`config.mk`:
```
export PLATFORM = sky130hd
export DESIGN_NAME = dreg_pipe
export DESIGN_NICKNAME = d
export VERILOG_FILES = /design/src/rtl/dreg_pkg.sv /design/src/rtl/dreg_stage.sv /design/src/rtl/dreg_pipe.sv
export SDC_FILE = /design/constraint.sdc
export NUM_CORES = 1
export LEC_CHECK = 0
export BUFFER_PORTS_ARGS = -buffer_cell sky130_fd_sc_hd__buf_2
export CAP_MARGIN = 0
export CORE_MARGIN = 2
export CORE_UTILIZATION = 56
export DETAILED_ROUTE_END_ITERATION = 16
export GPL_ROUTABILITY_DRIVEN = 0
export PLACE_DENSITY = 0.81
export SLEW_MARGIN = 30
export SYNTH_ARGS = -nofsm -noshare
export SYNTH_HDL_FRONTEND = slang
export SYNTH_SLANG_ARGS = --single-unit
```
`constraint.sdc`:
```
create_clock -name Clk -period 2.3 [get_ports Clk]
set_input_delay 0.23 -clock Clk [delete_from_list [all_inputs] [get_ports Clk]]
set_output_delay 0.23 -clock Clk [all_outputs]
set_load 0.02 [all_outputs]
```
`src/rtl/dreg_pkg.sv`:
```
// Shared defaults and the counter-width helper for the dreg_pipe elastic register pipeline.
package dreg_pkg;

  localparam int unsigned DefWidth = 8;
  localparam int unsigned DefDepth = 3;

  // Ceiling log2 with a floor of 1 so the occupancy counter is never zero bits wide.
  function automatic int unsigned clog2(input int unsigned n);
    int unsigned r;
    r = 0;
    while ((32'd1 << r) < n) r++;
    if (r == 0) r = 1;
    return r;
  endfunction

endpackage

```
`src/rtl/dreg_stage.sv`:
```
// One elastic stage: valid bit plus data word, loaded whenever the downstream side is ready.
// With DREG_PIPE_FLUSH_EN defined, flush_i synchronously clears the valid bit.
module dreg_stage #(
  parameter int unsigned Width = 8
) (
  input  logic             clk_i,
  input  logic             rst_i,
`ifdef DREG_PIPE_FLUSH_EN
  input  logic             flush_i,
`endif
  input  logic             rdy_i,
  input  logic             valid_i,
  input  logic [Width-1:0] data_i,
  output logic             valid_o,
  output logic [Width-1:0] data_o
);

  logic             valid_d, valid_q;
  logic [Width-1:0] data_d, data_q;

  always_comb begin
    valid_d = valid_q;
    data_d  = data_q;
    if (rdy_i) begin
      valid_d = valid_i;
      // Bubbles leave the previous word in place; only valid words overwrite data.
      if (valid_i) data_d = data_i;
    end
`ifdef DREG_PIPE_FLUSH_EN
    if (flush_i) valid_d = 1'b0;
`endif
  end

  always_ff @(posedge clk_i or posedge rst_i) begin
    if (rst_i) begin
      valid_q <= 1'b0;
      data_q  <= '0;
    end else begin
      valid_q <= valid_d;
      data_q  <= data_d;
    end
  end

  assign valid_o = valid_q;
  assign data_o  = data_q;

endmodule

```
`src/rtl/dreg_pipe.sv`:
```
// Elastic register pipeline: DEPTH valid/ready stages with bubble collapse and occupancy count.
// Optional Flush port when DREG_PIPE_FLUSH_EN is defined.
module dreg_pipe
  import dreg_pkg::*;
#(
  parameter  int unsigned WIDTH = DefWidth,
  parameter  int unsigned DEPTH = DefDepth,
  localparam int unsigned CW    = clog2(DEPTH + 1)
) (
  input  logic             Clk,
  input  logic             Rst,
  input  logic [WIDTH-1:0] D,
  input  logic             In_Valid,
  output logic             In_Ready,
  output logic [WIDTH-1:0] Q,
  output logic             Out_Valid,
  input  logic             Out_Ready,
`ifdef DREG_PIPE_FLUSH_EN
  input  logic             Flush,
`endif
  output logic [CW-1:0]    Count
);

  logic [DEPTH-1:0] v;
  logic [DEPTH-1:0] rdy;
  logic [DEPTH-1:0] v_in;
  logic [WIDTH-1:0] d    [DEPTH];
  logic [WIDTH-1:0] d_in [DEPTH];

  // Unrolled form of rdy[i] = !v[i] | rdy[i+1]: ready if any stage at or after i is empty.
  always_comb begin
    rdy = '0;
    for (int i = 0; i < DEPTH; i++) begin
      rdy[i] = Out_Ready;
      for (int j = i; j < DEPTH; j++) begin
        if (!v[j]) rdy[i] = 1'b1;
      end
    end
  end

  always_comb begin
    v_in[0] = In_Valid;
    d_in[0] = D;
    for (int i = 1; i < DEPTH; i++) begin
      v_in[i] = v[i-1];
      d_in[i] = d[i-1];
    end
  end

  for (genvar i = 0; i < DEPTH; i++) begin : g_stage
    dreg_stage #(
      .Width(WIDTH)
    ) u_stage (
      .clk_i  (Clk),
      .rst_i  (Rst),
`ifdef DREG_PIPE_FLUSH_EN
      .flush_i(Flush),
`endif
      .rdy_i  (rdy[i]),
      .valid_i(v_in[i]),
      .data_i (d_in[i]),
      .valid_o(v[i]),
      .data_o (d[i])
    );
  end

  assign In_Ready  = rdy[0];
  assign Q         = d[DEPTH-1];
  assign Out_Valid = v[DEPTH-1];

  logic          xfer_in, xfer_out;
  logic [CW-1:0] count_d, count_q;

  always_comb begin
    xfer_in  = In_Valid & rdy[0];
    xfer_out = v[DEPTH-1] & Out_Ready;
    count_d  = count_q;
    if (xfer_in && !xfer_out) begin
      count_d = count_q + CW'(1);
    end else if (!xfer_in && xfer_out) begin
      count_d = count_q - CW'(1);
    end
`ifdef DREG_PIPE_FLUSH_EN
    if (Flush) count_d = '0;
`endif
  end

  always_ff @(posedge Clk or posedge Rst) begin
    if (Rst) count_q <= '0;
    else     count_q <= count_d;
  end

  assign Count = count_q;

endmodule

```
==> results.sh, run 1 <==
export IMPL_place_ws_ps=724
export IMPL_worstMarginPinSlew_ps=345
export IMPL_period_needed_ps=1550
export IMPL_antenna_cells=0
export IMPL_drv_slew=0
export IMPL_synth_top_cell_by_area="dfrtp_1"
export IMPL_p_per_area_mw_per_mm2=1040
export IMPL_fin_ws_ps=748
export IMPL_place_hpwl_mm=1.28
export IMPL_clkPwrFrac_pct=20.2
export IMPL_rsz0062_at_grt="no"
export IMPL_grt_overflow_total=0
export IMPL_cap_viol_max_count=0
export IMPL_clockBufferDepth=2
export IMPL_combinationalPowerShare_pct=28.2
export IMPL_setup_viol=0
export IMPL_clk_pin_slew_ps=90
export IMPL_min_path_cells=2
export IMPL_routed_top_layer="met4"
export IMPL_m1WireLength_um=689
export IMPL_grt_max_degree=30
export IMPL_num_rows=16
export IMPL_final_setup_tns_ps=0
export IMPL_p_sw_share_pct=32.1
export IMPL_placed_area_mm2=0.00129
export IMPL_port_buffers=23
export IMPL_area_delta_synth_final_pct=13.2
export IMPL_ys_types=16
export IMPL_via_count=644
export IMPL_min_period_over_period_pct=67.5
export IMPL_cts_root_buf="clkbuf_4"
export IMPL_synthesis_area_mm2=0.00120
export IMPL_fp_dieArea_mm2=0.00253
export IMPL_cp_arrival_ps=1800
export IMPL_final_area_mm2=0.00136
export IMPL_share_seq_of_total_power_pct=51.6
export IMPL_grt_total_usage_pct=17.2
export IMPL_synthCells=78
export IMPL_drt_total_wl_mm=1.73
export IMPL_synth_area_leaders="dfrtp_1, mux2_2, buf_4"
export IMPL_cts_tree="yes"
export IMPL_cp_required_ps=2550
export IMPL_totalPowerFinal_mw=1.41
export IMPL_relSlewSlack_pct=77.0
export IMPL_grt_pass1_wl_mm=2.97
export IMPL_cts_buffers=5
export IMPL_fin_hold_ws_ps=138
export IMPL_ys_seq_area_share_pct=60.5
export IMPL_fin_worst_skew_ps=11.2
export IMPL_dr_pass1_iters=3
export IMPL_path_max_fanout=9
export IMPL_hp_class="in -> reg"
export IMPL_avgSynthCellArea_um2=15.4
export IMPL_route_met3_wl_um=102
export IMPL_start_kind="flip-flop"
export IMPL_dr_wl_met2_um=880
export IMPL_wl_per_cell_um=13.3
export IMPL_cts_sinks=29
export IMPL_die_h_um=50.3
export IMPL_ir_drop_uv=616
export IMPL_chipWidth_um=50.3
export IMPL_grt_pass1_vias=685
export IMPL_vias_per_cell=4.95
export IMPL_reg2reg_depth=7
export IMPL_setup_worst_path_class="reg -> reg"
export IMPL_cts_repair_resized=0
export IMPL_drive_gt1_share_pct=58.3
export IMPL_clk_latency_ps=320
export IMPL_ios=24
export IMPL_crit_path_end_kind="flip-flop"
export IMPL_synth_top_cell_area_share_pct=60.5
export IMPL_outcome="finished clean"
export IMPL_synth_ff_latch_count=29
export IMPL_fmax_mhz=644
export IMPL_hold_violations=0
export IMPL_start_util_pct=60.5
export IMPL_drt_iter0_drc=1
export IMPL_grt_antenna_before_repair=0
export IMPL_p_int_uw=954
export IMPL_synth_fp_nets=91
export IMPL_yosys_warnings=0
export IMPL_p_sw_uw=451
export IMPL_leakagePower_nw=0.640
export IMPL_drc=0
export IMPL_nNetsFinal=115
export IMPL_core_area_mm2=0.00198
export IMPL_cts_max_level=2
export IMPL_postRouteAntennaNets=0
export IMPL_r2r_setup_slack_ps=750
==> layer usage <==
metal / vias up / global-route usage, %
met5: - / 0
met4: 0 / 12.5
met3: 7 / 5.95
met2: 17 / 29.4
met1: 315 / 17.1
li1: 305 / -
==> worst paths after layout <==
| check | to | from |
|---|---|---|
| hold / removal | g_stage[0].u_stage.data_o[0]$_DFFE_PP0P_ | D[0] |
| hold reg to reg | Count[1]$_DFFE_PP0P_ | Count[1]$_DFFE_PP0P_ |
| min in group asynchronous | g_stage[1].u_stage.data_o[0]$_DFFE_PP0P_ | Rst |
| setup reg to reg | Count[1]$_DFFE_PP0P_ | g_stage[2].u_stage.valid_o$_DFFE_PP0N_ |
| max in group asynchronous | g_stage[2].u_stage.data_o[3]$_DFFE_PP0P_ | Rst |
| setup / recovery | Count[1]$_DFFE_PP0P_ | g_stage[2].u_stage.valid_o$_DFFE_PP0N_ |
==> metrics by stage <==
step                instances  utilization, %
global placement          121            65.3
CTS                       130            68.4
detailed placement        121            65.3
finish                    130            68.4
global route              130            68.4
floorplan                  78               -
==> power by group through the flow <==
stage / clock [mW] / sequential, mW / combinational (mW)
CTS: 0.295 / 0.727 / 0.404
global route: 0.313 / 0.744 / 0.434
global placement: 0 / 0.729 / 0.389
floorplan: 0 / 0.743 / 0.343
detailed placement: 0 / 0.737 / 0.403
finish: 0.284 / 0.726 / 0.396
==> repair_timing <==
item,CTS,global route
hold endpoints to repair,29,0
setup buffers,0,0
hold buffers,1,0
endpoints found under the setup margin,0,0
==> critical path, cell delays in order, from the launching register on <==
cell and delay, ps:
dfrtp_1 460, nand4b_4 150, nand2_4 160, inv_1 60, ha_1 210, xor2_1 170, nor2_1 120, xor2_1 150
==> area by class of cell <==
cell class | count | area [um2]
Clock buffer | 6 | 41.3
Sequential cell | 29 | 726
Tap cell | 27 | 33.8
Inverter | 2 | 7.51
Fill cell | 143 | 626
Multi-Input combinational cell | 39 | 405
Timing Repair Buffer | 25 | 133
Clock inverter | 2 | 10.0
==> synth_stat cells <==
library cell and count:
buf_4 8, dfrtp_1 29, ha_1 1, inv_1 2, mux2_2 24, nand2_1 1
nand2_2 1, nand2_4 2, nand2b_1 2, nand3b_1 1, nand4b_4 1, nor2_1 1
or2b_1 1, or2b_2 1, xnor2_1 1, xor2_1 2
==> sequential cells by signal, indices dropped and copies added, names as in the netlist <==
signal                   count
g_stage.u_stage.valid_o      3
g_stage.u_stage.data_o      24
Count                        2
==> cells by family after synthesis <==
group	count (synthesis)	share of synthesized area, %
xor gates and xnor gates	3	2.19
adders and majority gates	1	1.04
buffers and inverters	10	5.64
DFF	29	60.5
muxes	24	22.5
and+or+nand+nor	11	8.04
==> cell usage in the layout, fill, tap and decap left out <==
| master | instances |
|---|---|
| inv_1 | 2 |
| or2b_1 | 1 |
| nand4b_4 | 1 |
| nand2_2 | 1 |
| xor2_1 | 2 |
| nand2_4 | 2 |
| clkbuf_4 | 5 |
| nand3b_1 | 1 |
| nand2b_1 | 2 |
| buf_2 | 23 |
| or2b_2 | 1 |
| clkbuf_1 | 1 |
| xnor2_1 | 1 |
| nor2_1 | 1 |
| clkinv_2 | 2 |
| dfrtp_1 | 29 |
| mux2_2 | 24 |
| ha_1 | 1 |
| buf_4 | 1 |
| nand2_1 | 1 |
| dlygate4sd3_1 | 1 |
Note: power is estimated with default switching activity, not from simulation.
==> inputs of run 2 (changes only) <==
--- a/config.mk
+++ b/config.mk
@@ -5,13 +5,14 @@
 export SDC_FILE = /design/constraint.sdc
 export NUM_CORES = 1
 export LEC_CHECK = 0
+export ABC_AREA = 1
 export BUFFER_PORTS_ARGS = -buffer_cell sky130_fd_sc_hd__buf_2
 export CAP_MARGIN = 0
 export CORE_MARGIN = 2
-export CORE_UTILIZATION = 56
+export CORE_UTILIZATION = 48
 export DETAILED_ROUTE_END_ITERATION = 16
 export GPL_ROUTABILITY_DRIVEN = 0
-export PLACE_DENSITY = 0.81
+export PLACE_DENSITY = 0.73
 export SLEW_MARGIN = 30
 export SYNTH_ARGS = -nofsm -noshare
 export SYNTH_HDL_FRONTEND = slang
==> constraint.sdc (replaced) <==
create_clock -name Clk -period 1.3 [get_ports Clk]
set_input_delay 0.13 -clock Clk [delete_from_list [all_inputs] [get_ports Clk]]
set_output_delay 0.13 -clock Clk [all_outputs]
set_load 0.02 [all_outputs]
==> run 2 against run 1 <==
Worst hold slack got worse by 100 ps. Sequential power increased by 87%. Non-clock buffer count rose by 8. Combinational power grew to 2.6 times the previous value. Highest routed layer unchanged. Setup slack lost 690 ps. Routed wire length up 27%. Sequential share of layout area down 6.2 points. Critical path depth down 4.
==> results.sh, run 2 <==
export IMPL_chipWidth_um=55.5
export IMPL_crit_chain="nand4_4 > buf_6 > buf_6"
export IMPL_synth_fp_nets=151
export IMPL_drt_iter0_drc=20
export IMPL_clk_latency_ps=320
export IMPL_place_hpwl_mm=1.56
export IMPL_grt_pass1_wl_mm=4.06
export IMPL_cp_arrival_ps=1110
export IMPL_synth_common_cells="nand2_1, dfrtp_1, nand3_1"
export IMPL_cp_slowest_cell="dfrtp_1"
export IMPL_hp_class="in -> reg"
export IMPL_crit_path_end_kind="output pin"
export IMPL_grt_overflow_total=0
export IMPL_clockBufferDepth=2
export IMPL_finish_utilization_pct=61.4
export IMPL_grt_total_usage_pct=16.9
export IMPL_totalPowerFinal_mw=3.16
export IMPL_vias_per_cell=4.80
export IMPL_num_rows=18
export IMPL_start_kind="flip-flop"
export IMPL_grt_antenna_before_repair=0
export IMPL_antenna_cells=0
export IMPL_drc=0
export IMPL_cts_sinks=29
export IMPL_cap_viol_max_count=0
export IMPL_cts_max_level=2
export IMPL_yosys_most_used_dff="dfrtp_1"
export IMPL_drt_total_wl_mm=2.19
export IMPL_cts_root_buf="clkbuf_4"
export IMPL_synth_area_leaders="dfrtp_1, nand2_1, nand3_1"
export IMPL_p_int_mw=2.05
export IMPL_final_cell_mix="nand2_1, dfrtp_1, nand3_1"
export IMPL_mostFrequentLayoutCell="nand2_1"
export IMPL_crit_family="flip-flops"
export IMPL_synthesis_area_mm2=0.00127
export IMPL_fin_worst_skew_ps=8.94
export IMPL_fmax_mhz=807
export IMPL_postRouteAntennaNets=0
export IMPL_synth_edf_count=0
export IMPL_min_period_over_period_pct=95.3
export IMPL_stdcell_count=197
export IMPL_grt_pass1_vias=935
export IMPL_largest_reg_flops=24
export IMPL_cp_required_ps=1170
export IMPL_drive_gt1_share_pct=30.5
export IMPL_p_per_area_mw_per_mm2=2060
export IMPL_rsz0062_at_grt="no"
export IMPL_grt_max_degree=30
export IMPL_period_needed_ps=1240
export IMPL_wl_per_cell_um=11.1
export IMPL_worstMarginPinSlew_ps=359
export IMPL_fin_hold_ws_ps=34.3
export IMPL_die_h_um=55.5
export IMPL_crit_path_frequent_cell="buf_6"
export IMPL_yosysMostFrequentCell="nand2_1"
export IMPL_port_buffers=23
export IMPL_hold_violations=0
export IMPL_clk_pin_slew_ps=90
export IMPL_via_count=946
export IMPL_cts_tree="yes"
export IMPL_ys_types=15
export IMPL_ys_seq_area_share_pct=57.0
export IMPL_dr_pass1_iters=4
export IMPL_cp_slowest_stage_delay_ps=410
export IMPL_p_sw_mw=1.11
export IMPL_outcome="finished clean"
export IMPL_leakagePower_nw=0.849
export IMPL_placed_area_mm2=0.00141
export IMPL_ys_async_sr_fraction_pct=100
export IMPL_yosys_warnings=0
export IMPL_area_delta_synth_final_pct=20.6
export IMPL_ios=24
export IMPL_synth_ff_latch_count=29
export IMPL_crit_buf_inv=2
export IMPL_final_area_mm2=0.00154
export IMPL_drv_slew=0
export IMPL_synth_top_cell_area_share_pct=57.0
export IMPL_relSlewSlack_pct=76.1
export IMPL_start_util_pct=50.9
export IMPL_cts_buffers=5
export IMPL_ir_drop_uv=1230
export IMPL_nNetsFinal=179
export IMPL_path_max_fanout=2
export IMPL_fp_dieArea_mm2=0.00308
export IMPL_setup_viol=0
export IMPL_share_seq_of_total_power_pct=43.1
export IMPL_clkPwrFrac_pct=24.1
export IMPL_combinationalPowerShare_pct=32.8
export IMPL_synth_top_cell_by_area="dfrtp_1"
export IMPL_avgSynthCellArea_um2=9.22
export IMPL_p_sw_share_pct=35.2
export IMPL_synthCells=138
export IMPL_setup_worst_path_class="reg -> out"
export IMPL_place_inst=185
export IMPL_core_area_mm2=0.00250
run 2: cell types whose count changed in the layout (fill, tap and decap cells not counted), sizes merged, moves of 2 or more:
cell,previous run,this run
nand2,4,60
nand3,0,26
mux2,24,0
buf,24,32
inv,2,7
clkinv,2,0
nand2b,2,0
nand4,0,2
or2b,2,0
xor2,2,0
run 2: layer usage:
metal,vias up,GRT usage (%),share of wire (%)
met1,421,21.0,49
met5,-,0,0
li1,484,-,-
met4,0,8.36,1.6
met2,36,26.9,43
met3,5,4.92,5.5
run 2: path summary, 6_finish.rpt:
kind                                                           from                                       end  slack [ps]  cells after the start
setup / recovery             g_stage[0].u_stage.valid_o$_DFFE_PP0P_                                  In_Ready          60                      3
hold / removal                                                 D[6]  g_stage[0].u_stage.data_o[6]$_DFFE_PP0P_          30                      3
setup reg to reg             g_stage[1].u_stage.valid_o$_DFFE_PP0N_  g_stage[1].u_stage.data_o[4]$_DFFE_PP0P_          90                      6
hold reg to reg            g_stage[2].u_stage.data_o[6]$_DFFE_PP0P_  g_stage[2].u_stage.data_o[6]$_DFFE_PP0P_         470                      2
max in group asynchronous                                       Rst    g_stage[2].u_stage.valid_o$_DFFE_PP0N_         600                      4
min in group asynchronous                                       Rst  g_stage[2].u_stage.data_o[3]$_DFFE_PP0P_         400                      4
run 2: worst reg2reg max path, delay by kind of cell, from the launching register on:
family,cells,cell delay (ps)
flops,1,420
buf+inv,2,300
simple gates,4,390
run 2: kinds of logic after synthesis:
logic type	share of synthesized area, %
and+or+nand+nor	31.6
DFF	57.0
buffers and inverters	9.73
xor gates and xnor gates	0.688
adders and majority gates	0.983
run 2: final cells by class:
| type | instances | area, um2 |
|---|---|---|
| tap | 30 | 37.5 |
| clock buffer | 7 | 55.1 |
| timing repair buffer | 33 | 203 |
| clock inverter | 1 | 30.0 |
| multi-input combinational | 90 | 457 |
| sequential | 29 | 727 |
| fill | 218 | 965 |
| inverter | 7 | 26.3 |
run 2: what timing repair did:
item                       in CTS  in global routing
setup endpoints to repair       1                  2
pin swaps                       0                  1
resized for setup               2                  2
hold buffers                    1                  0
buffers inserted                2                  1
hold endpoints to repair       29                  0
run 2: power groups by stage:
stage	Combinational (mW)	Clock, mW	Sequential (mW)
2_1_floorplan	0.825	0	1.41
3_3_place_gp	0.964	0	1.38
3_5_place_dp	0.983	0	1.40
4_1_cts	1.03	0.780	1.37
5_1_grt	1.17	0.820	1.40
6_report	1.04	0.763	1.36
run 2: per-stage QoR:
stage          TNS, ps  setup WS, ps
3_3_place_gp         0           129
3_5_place_dp         0          72.3
2_1_floorplan    -2.12         -2.12
4_1_cts              0          5.26
6_report             0          60.7
5_1_grt              0          2.05
==> inputs of run 3 (changes only) <==
==> constraint.sdc (replaced) <==
create_clock -name Clk -period 1 [get_ports Clk]
set_input_delay 0.1 -clock Clk [delete_from_list [all_inputs] [get_ports Clk]]
set_output_delay 0.1 -clock Clk [all_outputs]
set_load 0.02 [all_outputs]
==> run 3 against run 2 <==
The flow now finishes with violations (setup timing). Setup slack got worse by 270 ps. Clock-buffer cell count unchanged. Flip-flop and latch count did not move. Routed wire length is 39% higher. Clock power is 6.6% lower. Core utilization up 17 points.
==> results.sh, run 3 (synthesis gave the netlist of run 2 again) <==
export IMPL_cp_arrival_ps=1110
export IMPL_mostFrequentLayoutCell="nand2_1"
export IMPL_area_delta_synth_final_pct=54.0
export IMPL_vias_per_cell=5.09
export IMPL_fp_dieArea_mm2=0.00308
export IMPL_ios=24
export IMPL_drt_iter0_drc=18
export IMPL_cap_viol_max_count=0
export IMPL_antenna_cells=0
export IMPL_clk_pin_slew_ps=80
export IMPL_cp_required_ps=900
export IMPL_setup_worst_path_class="reg -> out"
export IMPL_clk_latency_ps=320
export IMPL_cts_tree="yes"
export IMPL_cts_sinks=29
export IMPL_drv_slew=0
export IMPL_fin_worst_skew_ps=4.66
export IMPL_clockBufferDepth=2
export IMPL_grt_total_usage_pct=19.8
export IMPL_nNetsFinal=204
export IMPL_chipWidth_um=55.5
export IMPL_num_rows=18
export IMPL_hp_class="in -> reg"
export IMPL_start_util_pct=50.9
export IMPL_period_needed_ps=1210
export IMPL_place_ws_ps=-189
export IMPL_grt_pass1_vias=1062
export IMPL_path_max_fanout=2
export IMPL_min_period_over_period_pct=121
export IMPL_leakagePower_nw=1.01
export IMPL_finish_utilization_pct=78.4
export IMPL_cts_max_level=2
export IMPL_grt_overflow_total=0
export IMPL_via_count=1125
export IMPL_setup_viol=31
export IMPL_drive_gt1_share_pct=51.3
export IMPL_die_h_um=55.5
export IMPL_outcome="finished with violations"
export IMPL_relSlewSlack_pct=81.0
export IMPL_core_area_mm2=0.00250
export IMPL_hold_violations=0
export IMPL_wl_per_cell_um=13.8
export IMPL_rsz0062_at_grt="yes"
export IMPL_grt_max_degree=20
export IMPL_port_buffers=23
export IMPL_place_hpwl_mm=1.66
export IMPL_final_cell_mix="nand2_1, dfrtp_1, buf_6"
export IMPL_worstMarginPinSlew_ps=285
export IMPL_largest_reg_flops=24
export IMPL_drt_total_wl_mm=3.05
export IMPL_p_per_area_mw_per_mm2=2480
export IMPL_fmax_mhz=824
export IMPL_start_kind="flip-flop"
export IMPL_violations="setup timing"
export IMPL_drc=0
export IMPL_cts_buffers=5
export IMPL_crit_path_end_kind="output pin"
export IMPL_fin_ws_ps=-213
export IMPL_cts_root_buf="clkbuf_4"
export IMPL_grt_antenna_before_repair=0
export IMPL_grt_pass1_wl_mm=4.71
export IMPL_dr_pass1_iters=4
export IMPL_postRouteAntennaNets=0
export IMPL_ir_drop_uv=1850
==> run 3: area by class of cell <==
type / count / area (um2)
inverters: 7 / 26.3
well taps: 30 / 37.5
clock buffers: 7 / 55.1
fillers: 159 / 541
flip-flops and latches: 29 / 727
repair buffers: 55 / 462
multi-input cells: 93 / 652
==> run 3: power by group <==
group	switching, mW	internal (mW)	total, mW	leakage [nW]
clock	0.381	0.331	0.713	0.0314
combinational	1.16	1.12	2.28	0.621
sequential	0.310	1.55	1.86	0.358
==> run 3: what timing repair did <==
action                     CTS  global route
resized for setup           19            46
hold endpoints to repair    36             0
setup endpoints to repair   16            40
setup buffers                5             9
hold buffers                 8             0
pin swaps                    7            18
gates cloned                 3             1
==> run 3: path summary, 6_finish.rpt <==
check	start	to	slack, ps	cells past startpoint
worst max-delay path	g_stage[0].u_stage.valid_o$_DFFE_PP0P_	In_Ready	-210	3
worst min-delay path	D[4]	g_stage[0].u_stage.data_o[4]$_DFFE_PP0P_	20	3
worst max register to register	g_stage[2].u_stage.valid_o$_DFFE_PP0N_	Count[1]$_DFFE_PP0P_	-180	7
worst min register to register	g_stage[0].u_stage.data_o[5]$_DFFE_PP0P_	g_stage[0].u_stage.data_o[5]$_DFFE_PP0P_	490	2
max in group asynchronous	Rst	g_stage[0].u_stage.data_o[2]$_DFFE_PP0P_	370	4
min in group asynchronous	Rst	g_stage[2].u_stage.data_o[3]$_DFFE_PP0P_	180	3
==> run 3: critical path, cell delays in order, from the launching register on <==
cell     delay, ps
dfrtp_1        400
nand4_4        130
buf_6          140
buf_6          120
==> run 3: per-layer routing <==
layer | vias to the layer above | track usage, % | wire, um
li1 | 541 | - | -
met1 | 552 | 24.3 | 1270
met2 | 25 | 31.0 | 1620
met5 | - | 0 | 0
met4 | 0 | 9.76 | 51
met3 | 7 | 6.79 | 111
==> run 3: through the flow <==
stage          power, mW  hold slack [ps]  setup TNS [ps]  area, um2  std cells
6_report            4.85             18.9           -4110       1960        221
5_1_grt             5.17             22.7           -5600       1960        221
4_1_cts             4.18             5.39           -3230       1710        212
3_5_place_dp        3.17            -29.5            -900       1440        189
3_3_place_gp        3.09            -25.1            -557       1440        189
2_1_floorplan       2.91              178            -535       1310        138
